$ cat config.mk
export PLATFORM = sky130hd
export DESIGN_NAME = irq_controller
export DESIGN_NICKNAME = d
export VERILOG_FILES = /design/src/rtl/irq_controller.sv
export SDC_FILE = /design/constraint.sdc
export NUM_CORES = 1
export LEC_CHECK = 0
export ABC_AREA = 1
export CAP_MARGIN = 20
export CORE_MARGIN = 5
export CORE_UTILIZATION = 64
export DETAILED_ROUTE_END_ITERATION = 16
export DONT_BUFFER_PORTS = 1
export PLACE_DENSITY = 0.8
export REMOVE_ABC_BUFFERS = 1
export SETUP_SLACK_MARGIN = 0.5
export SYNTH_ARGS = -nofsm -noshare
export SYNTH_HDL_FRONTEND = slang
export SYNTH_SLANG_ARGS = --single-unit
$ cat constraint.sdc
create_clock -name clk_i -period 2.7 [get_ports clk_i]
set_input_delay 0.405 -clock clk_i [delete_from_list [all_inputs] [get_ports clk_i]]
set_output_delay 0.405 -clock clk_i [all_outputs]
set_load 0.02 [all_outputs]
$ cat src/rtl/irq_controller.sv
// Prioritised, rising-edge interrupt controller: one-cycle interrupt pulse, RET-tracked service window, post-RET gap.
// Define IRQ_SYNC_EN to insert a two-flop synchroniser on each request line (+2 cycles request latency).
module irq_controller #(
  parameter int unsigned NUM_SRC    = 4,
  parameter int unsigned GAP_CYCLES = 2
) (
  input  logic               clk_i,
  input  logic               reset_ni,
  input  logic [NUM_SRC-1:0] irq_req_i,
  input  logic [5:0]         op_i,
  input  logic               mask_we_i,
  input  logic [NUM_SRC-1:0] mask_wdata_i,
  output logic               interrupt_o,
  output logic [2:0]         irq_id_o,
  output logic               in_service_o,
  output logic [NUM_SRC-1:0] pending_o
);

  localparam logic [5:0] OP_RET   = 6'b010000;
  localparam logic [3:0] GAP_LAST = 4'(GAP_CYCLES - 1);

  typedef enum logic [2:0] {
    S_IDLE,
    S_FIRE,
    S_ENTRY0,
    S_ENTRY1,
    S_SERVICE,
    S_GAP
  } state_e;

  state_e             state_q, state_d;
  logic [3:0]         gap_cnt_q, gap_cnt_d;
  logic [2:0]         irq_id_q, irq_id_d;
  logic [NUM_SRC-1:0] pending_q, pending_d;
  logic [NUM_SRC-1:0] mask_q, mask_d;
  logic [NUM_SRC-1:0] hist_q;
  logic [NUM_SRC-1:0] req_s;
  logic [NUM_SRC-1:0] rise;
  logic [NUM_SRC-1:0] elig;
  logic [NUM_SRC-1:0] grant;
  logic [2:0]         win_id;
  logic               any_elig;
  logic               inhibit;
  logic               take;

`ifdef IRQ_SYNC_EN
  logic [NUM_SRC-1:0] sync1_q, sync2_q;

  always_ff @(posedge clk_i or negedge reset_ni) begin
    if (!reset_ni) begin
      sync1_q <= '0;
      sync2_q <= '0;
    end else begin
      sync1_q <= irq_req_i;
      sync2_q <= sync1_q;
    end
  end

  assign req_s = sync2_q;
`else
  assign req_s = irq_req_i;
`endif

  assign rise     = req_s & ~hist_q;
  assign elig     = pending_q & mask_q;
  assign any_elig = |elig;
  // Any jump/RET opcode in decode would corrupt the saved return address.
  assign inhibit  = (op_i[5:4] == 2'b01);

  always_comb begin
    grant  = '0;
    win_id = '0;
    for (int i = NUM_SRC - 1; i >= 0; i--) begin
      if (elig[i]) begin
        grant  = '0;
        grant[i] = 1'b1;
        win_id = 3'(i);
      end
    end
  end

  // A fresh rising edge on the taken source outranks its clear.
  for (genvar gi = 0; gi < NUM_SRC; gi++) begin : g_bit
    assign pending_d[gi] = rise[gi] | (pending_q[gi] & ~(take & grant[gi]));
    assign mask_d[gi]    = mask_we_i ? mask_wdata_i[gi] : mask_q[gi];
  end

  always_comb begin
    state_d   = state_q;
    gap_cnt_d = gap_cnt_q;
    take      = 1'b0;
    unique case (state_q)
      S_IDLE: begin
        if (any_elig && !inhibit) begin
          state_d = S_FIRE;
          take    = 1'b1;
        end
      end
      S_FIRE:   state_d = S_ENTRY0;
      S_ENTRY0: state_d = S_ENTRY1;
      S_ENTRY1: state_d = S_SERVICE;
      S_SERVICE: begin
        if (op_i == OP_RET) begin
          state_d   = S_GAP;
          gap_cnt_d = '0;
        end
      end
      S_GAP: begin
        if (gap_cnt_q == GAP_LAST) begin
          state_d   = S_IDLE;
          gap_cnt_d = '0;
        end else begin
          gap_cnt_d = gap_cnt_q + 4'd1;
        end
      end
      default: state_d = S_IDLE;
    endcase
  end

  assign irq_id_d = take ? win_id : irq_id_q;

  always_ff @(posedge clk_i or negedge reset_ni) begin
    if (!reset_ni) begin
      state_q   <= S_IDLE;
      gap_cnt_q <= '0;
      irq_id_q  <= '0;
      pending_q <= '0;
      mask_q    <= '1;
      hist_q    <= '0;
    end else begin
      state_q   <= state_d;
      gap_cnt_q <= gap_cnt_d;
      irq_id_q  <= irq_id_d;
      pending_q <= pending_d;
      mask_q    <= mask_d;
      hist_q    <= req_s;
    end
  end

  assign interrupt_o  = (state_q == S_FIRE);
  assign in_service_o = (state_q == S_FIRE) || (state_q == S_ENTRY0) ||
                        (state_q == S_ENTRY1) || (state_q == S_SERVICE);
  assign irq_id_o     = irq_id_q;
  assign pending_o    = pending_q;

endmodule

-- Word level (Yosys, flattened, before mapping)
Cells that the tools add are included.
- register bits: 22
- input bits: 17
- output and inout bits: 9
- logic and storage cells: 64
- add/subtract/negate cells: 1
- equal/unequal tests: 11
- mux-type cells: 17
- bitwise operators: 19
- reductions and logical operators: 10
- operators with widths (cell ; count):
    $mux 4 ; 6
    $mux 3 ; 6
    $pmux 3 s6 ; 1
    $and 1x1->1 ; 8
    $and 4x4->4 ; 2
    $pmux 4 s2 ; 1
    $eq 3x2->1 const B ; 2
    $eq 3x3->1 const B ; 2
    $eq 6x5->1 const B ; 1
    $ne 2x2->1 const B ; 3
    $add 4x1->4 const B ; 1
    $eq 4x1->1 const B ; 1
    $not 1->1 ; 4
    $not 4->4 ; 1
    $or 1x1->1 ; 4
    $reduce_or 4->1 ; 1
    $eq 3x1->1 const B ; 1
    $logic_not 3->1 ; 1
    $logic_or 1x1->1 ; 3
    $reduce_and 3->1 ; 1
    $eq 2x1->1 const B ; 1
    $mux 1 ; 2
    $mux 2 ; 1
    $reduce_and 2->1 ; 1
    3 further kinds ; 3

-- Depth between registers and ports, before layout
Gate-level depths: netlist of run 1.
- word-level depth: 9
- depth in mapped cells: 8
- depth with buffers taken out: 8

-- Least setup slack after synthesis of run 1
No wires, ideal clock.
- path type: flip-flop to output port
- from: reg state_q[2]
- to: out in_service_o
- arrival: 0.852 ns
- required time: 2.295 ns
- path slack: 1.443 ns
- cell stages (with the launch flop): 5
- path buffers: 0
- cells stage by stage: dfrtp_1 inv_2 nor2_4 nor2_1 nand2_1
- longest elaborated chain between the ends: 4
- elaborated cells on any way between the ends: 7
- classes of those cells: 4 x eq/ne; 3 x reduce/logical
- ends and longest elaborated chain (item ; line ; source):
    from (decl) ; 31 ; state_e state_q, state_d;
    from (signal assigned) ; 131 ; state_q <= state_d;
    $eq 3x1->1 / $eq 3x2->1 (equally long branches) ; 141 ; assign in_service_o = (state_q == S_FIRE) || (state_q == S_ENTRY0) ||
    $logic_or 1x1->1 (2 in a row) ; 141 ;
    $logic_or 1x1->1 * ; 142 ; (state_q == S_ENTRY1) || (state_q == S_SERVICE);
    to (decl) ; 15 ; output logic in_service_o,
Every way passes the cells marked *; elsewhere a longest branch is shown, timed or not.

-- Final worst setup path of run 1
Same ends and word-level chain as after synthesis.

==> impl_metrics.ini, run 1 <==
[outcome]
outcome = complete, no violations

[placed_design]
placed_area_sq_um = 1050
hpwl_um = 1430
port_buffers = 0
gp_congestion = 0.708

[clocking]
postCtsResizedCells = 0
cts_tree = built
clockRootBuffer = clkbuf_4
cts-htree-levels = 1
numCtsBuffers = 3
post_cts.repair.setup_buffers = 0
clk_path_buf_depth = 2
cts.sinks = 21
clk_pin_slew_ps = 120
clkLatencyLatePin_ps = 300
cts.hold.buffers_added = 1

[drt]
dr.first_iter.drc_count = 12
vias = 764
drc_errors = 0
via_per_inst = 5.58
antenna_left = 0
drt-pass1-iter-count = 4
routed_wl_um = 1760
post_drt_wl_per_cell_um = 12.8

[logic_synthesis]
ys_top_cells_by_area = dfrtp_1 (41%), dfstp_2 (10%), nand2_1 (9.7%)
synth-seq-cells = 21
synth-seq-area-share_pct = 50.9
synth_common_cells = nand2_1 (27), dfrtp_1 (17), nand3_1 (11), nor2_1 (10), inv_1 (9)
synth-edff-count = 0
avgSynthCellArea_sq_um = 8.91
synth_area_sq_um = 1040
netlist.area_leader.share_pct = 40.8
synthArstFlopShare_pct = 100
synthFlopType = dfrtp_1
synth_top_area_cell = dfrtp_1
syn_inst = 117
ys_types = 21
yosysWarnings = 0
post-synth-top-count-cell = nand2_1

[die]
ioPinCount = 26
die_w_um = 50.4
rows = 14
fp.dieH_um = 50.4
die_area_sq_um = 2540
start_util_pct = 68.4
coreArea_sq_um = 1520

[global_route]
grt_pass1_wl_um = 3040
antenna_found_initial = 0
grt_usage_pct = 15.4
grt_overflow = 0
first_global_vias = 742
grt_max_degree = 22

[sta]
max_freq_mhz = 595
skew_ps = 3.98
rsz0062_at_grt = no
relSlewSlack_pct = 38.9
setup_viol = 0
hold_violations = 0
tns_ps = 0
worst_pin_slew_ps = 913
finalCritPeriodShare_pct = 62.2
post-route-min-period_ps = 1680
drv_slew = 0

[setup_path]
startpoint_type = register
path_buf_inv = 1
max_stage_delay_ps = 470
end_kind = output pin
critical_path_class = reg -> out
r2r-start = pending_o[1]$_DFF_PN0_
crit_cells = 4
r2r_cells = 6
cpMaxStageDelayCell = dfrtp_1
worstPathMaxFanout = 5
crit_required_ps = 2300
cp_cell_sequence = inv_2 -> nor2_4 -> nor2_1 -> nand2_1
cp_top_family = flip-flops
startpoint = state_q[2]$_DFFE_PN0P_
critPathArrivalTime_ps = 1280

[pwr]
pwr_density_cell_nw_per_um2 = 1000
max-vdd-ir-drop_v = 0.000698
p_leak_nw = 0.537
power.total_mw = 1.10

[finish]
multi_input_area_sq_um = 448
final_cell_area_sq_um = 1090
nNetsFinal = 141
nFillCells = 113
syn_to_final_growth_pct = 4.80
layout-drive-gt1-share_pct = 20.7
diodes = 0
seqCellArea_sq_um = 531
postLayoutCoreUtil_pct = 71.7

[min_path]
min_path_cells = 0
hp-class = in -> reg
worstHoldStart = irq_req_i[3]

[run]
drv_cap = 0
state kept, by name, indices dropped and copies added, names as in the netlist:
signal and flops:
mask_q 4, gap_cnt_q 4, state_q 3, hist_q 4
irq_id_o 2, pending_o 4
path summary, 6_finish.rpt:
kind / to / slack (ps)
max: in_service_o / 1020
min: hist_q[3]$_DFF_PN0_ / 110
max reg2reg: state_q[0]$_DFFE_PN0P_ / 1380
min reg2reg: pending_o[1]$_DFF_PN0_ / 420
max in group asynchronous: gap_cnt_q[0]$_DFFE_PN0P_ / 1480
min in group asynchronous: hist_q[3]$_DFF_PN0_ / 670
layer usage:
metal,wire length (um),global-route usage (%)
met2,820,22.8
met1,779,21.1
met4,11,3.83
met5,0,0
met3,149,6.51
cells by family after synthesis:
kind of cell | after synthesis | synth area share, %
compound gates | 10 | 5.16
fa+ha+maj | 2 | 2.40
mux | 4 | 4.32
buf+inv | 16 | 6.12
other cells | 1 | 0.360
simple gates | 62 | 29.9
xor+xnor | 1 | 0.840
flops | 21 | 50.9
cell type report:
type	instances	area share (%)
Clock buffer	3	2.06
Clock inverter	1	0.458
Inverter	15	5.15
Multi-Input combinational cell	80	41.0
Sequential cell	21	48.6
Tap cell	16	1.83
Timing Repair Buffer	1	0.916
per-stage QoR:
step / hold slack [ps] / instances / setup WS (ps)
2_1_floorplan: 109 / 116 / 1440
3_3_place_gp: 110 / 132 / 1370
3_5_place_dp: 110 / 132 / 1360
4_1_cts: 109 / 137 / 1000
5_1_grt: 78.8 / 137 / 913
6_report: 113 / 137 / 1020
power by group:
group	internal [mW]	switching, mW
logic	0.140	0.267
registers	0.406	0.132
clock network	0.0553	0.0951
cells in the final DEF (no fill, tap or decap):
master          n
nor2_1         10
dlygate4sd3_1   1
clkbuf_4        3
a31o_2          1
dfstp_2         4
nor2_2          1
a21oi_1         1
dfrtp_1        17
nor2_4          4
nand4_1         4
o21ai_1         8
nand2_1        27
inv_1           9
clkinv_2        1
mux2_1          4
nand2_2         3
nand3_1        11
nand4_2         1
xnor2_1         1
inv_2           6
ha_1            2
nand3_2         1
conb_1          1
No activity file was read; power rests on OpenSTA's default activity.
==> run 2: changes to the inputs <==
--- a/config.mk
+++ b/config.mk
@@ -8,10 +8,10 @@
 export ABC_AREA = 1
 export CAP_MARGIN = 20
 export CORE_MARGIN = 5
-export CORE_UTILIZATION = 64
+export CORE_UTILIZATION = 54
 export DETAILED_ROUTE_END_ITERATION = 16
 export DONT_BUFFER_PORTS = 1
-export PLACE_DENSITY = 0.8
+export PLACE_DENSITY = 0.72
 export REMOVE_ABC_BUFFERS = 1
 export SETUP_SLACK_MARGIN = 0.5
 export SYNTH_ARGS = -nofsm -noshare
==> constraint.sdc (replaced) <==
create_clock -name clk_i -period 1.5 [get_ports clk_i]
set_input_delay 0.225 -clock clk_i [delete_from_list [all_inputs] [get_ports clk_i]]
set_output_delay 0.225 -clock clk_i [all_outputs]
set_load 0.02 [all_outputs]
==> impl_metrics.ini, run 2 (synthesis results as in run 1) <==
[global_route]
grt_overflow = 0
grt_max_degree = 22
grt_usage_pct = 21.4
first_global_vias = 945
antenna_found_initial = 0
grt_pass1_wl_um = 4270

[sta]
skew_ps = 2.97
tns_ps = 0
drv_slew = 0
worst_pin_slew_ps = 951
relSlewSlack_pct = 36.6
finalCritPeriodShare_pct = 94.4
rsz0062_at_grt = yes
post-route-min-period_ps = 1420
setup_viol = 0
hold_violations = 0
max_freq_mhz = 706

[clocking]
cts_tree = built
cts.sinks = 21
clk_path_buf_depth = 2
clockRootBuffer = clkbuf_4
numCtsBuffers = 3
clk_pin_slew_ps = 110
clkLatencyLatePin_ps = 310
cts-htree-levels = 1

[placed_design]
gp_congestion = 0.786
dpl.cell_count = 143
port_buffers = 0
hpwl_um = 1550

[setup_path]
cpMaxStageDelayCell = dfrtp_1
critPathArrivalTime_ps = 1190
cp_top_family = flip-flops
worstPathMaxFanout = 3
max_stage_delay_ps = 440
critical_path_class = reg -> out
path_buf_inv = 1
startpoint_type = register
cp_cell_sequence = inv_2 -> nand2_1 -> nor2_4
end_kind = output pin
crit_required_ps = 1270

[finish]
final_cell_mix = nand2_1 (19), dfrtp_1 (12), buf_4 (11), inv_1 (9), nand2_2 (9)
multi_input_area_sq_um = 558
syn_to_final_growth_pct = 33.3
seqCellArea_sq_um = 537
diodes = 0
nFillCells = 116
nNetsFinal = 160
layout-drive-gt1-share_pct = 48.6
final_common_cell = nand2_1
fin_cells = 165

[die]
fp.dieH_um = 53.9
coreArea_sq_um = 1780
die_w_um = 53.9
rows = 15
ioPinCount = 26
die_area_sq_um = 2910
start_util_pct = 58.5

[pwr]
p_leak_nw = 0.652
pwr_density_cell_nw_per_um2 = 1840
max-vdd-ir-drop_v = 0.00112

[drt]
vias = 899
via_per_inst = 5.45
drc_errors = 0
antenna_left = 0
routed_wl_um = 2720
drt-pass1-iter-count = 4
dr.first_iter.drc_count = 9
post_drt_wl_per_cell_um = 16.5

[run]
drv_cap = 0

[min_path]
hp-class = in -> reg

[outcome]
outcome = complete, no violations
==> run 2: cell count changes in the layout (fill, tap and decap cells not counted), moves of 6 or more <==
| cell | delta |
|---|---|
| nor2_1 | -6 |
| nand2_2 | +6 |
| nand3_1 | -7 |
| nand2_1 | -8 |
| nand3_2 | +7 |
| buf_4 | +11 |
==> run 2: through the flow <==
stage | setup WS [ps] | hold WS, ps | instance area (sq um) | power, mW | utilization [%]
2_1_floorplan | 301 | -70.6 | 1030 | 1.57 | -
3_3_place_gp | 233 | -70.0 | 1080 | 1.71 | 60.6
3_5_place_dp | 161 | -70.0 | 1080 | 1.75 | 60.6
4_1_cts | 94.6 | 18.7 | 1330 | 2.37 | 74.4
5_1_grt | 21.8 | 12.6 | 1390 | 2.70 | 77.9
6_report | 83.5 | 26.2 | 1390 | 2.55 | 77.9
==> run 2: final timing paths <==
check	startpoint	end	slack, ps	depth (start not counted)
min	irq_req_i[1]	pending_o[1]$_DFF_PN0_	30	2
max in group asynchronous	reset_ni	pending_o[3]$_DFF_PN0_	750	1
min reg2reg	hist_q[1]$_DFF_PN0_	pending_o[1]$_DFF_PN0_	430	1
max	state_q[1]$_DFFE_PN0P_	interrupt_o	80	3
max reg2reg	state_q[2]$_DFFE_PN0P_	irq_id_o[0]$_DFFE_PN0P_	90	6
min in group asynchronous	reset_ni	state_q[1]$_DFFE_PN0P_	120	1
==> run 2: metal layers <==
metal / wire length (um) / share of wire, % / vias up / GRT usage (%)
met5: 0 / 0 / - / 0
met2: 1440 / 53 / 30 / 37.9
li1: - / - / 421 / -
met4: 95 / 3.5 / 0 / 11.9
met1: 971 / 36 / 439 / 21.9
met3: 214 / 7.9 / 9 / 6.93
==> run 2: what timing repair did <==
action | in CTS | in global routing
buffers inserted | 11 | 2
endpoints found under the hold margin | 25 | 0
gates resized for setup | 26 | 13
hold buffers | 5 | 0
cloned | 0 | 0
endpoints found under the setup margin | 20 | 41
pin swaps | 18 | 9
==> run 2: worst reg2reg max path: stages, from the launching register on <==
cell	delay (ps)
dfrtp_2	460
buf_4	160
buf_4	140
nor2_4	250
inv_2	100
o21ai_2	140
nand2_1	70
==> run 2: final cells by class <==
cell class / instances / area share, %
repair buffers: 20 / 13.0
clock buffers: 4 / 1.89
flip-flops and latches: 21 / 38.6
multi-input cells: 80 / 40.2
inverters: 15 / 4.05
well taps: 25 / 2.25
==> run 2: report_power, final <==
part | leakage (nW) | internal, mW | switching (mW)
sequential | 0.237 | 0.741 | 0.237
combinational | 0.400 | 0.543 | 0.749
clock | 0.0150 | 0.104 | 0.177
total | 0.652 | 1.39 | 1.16
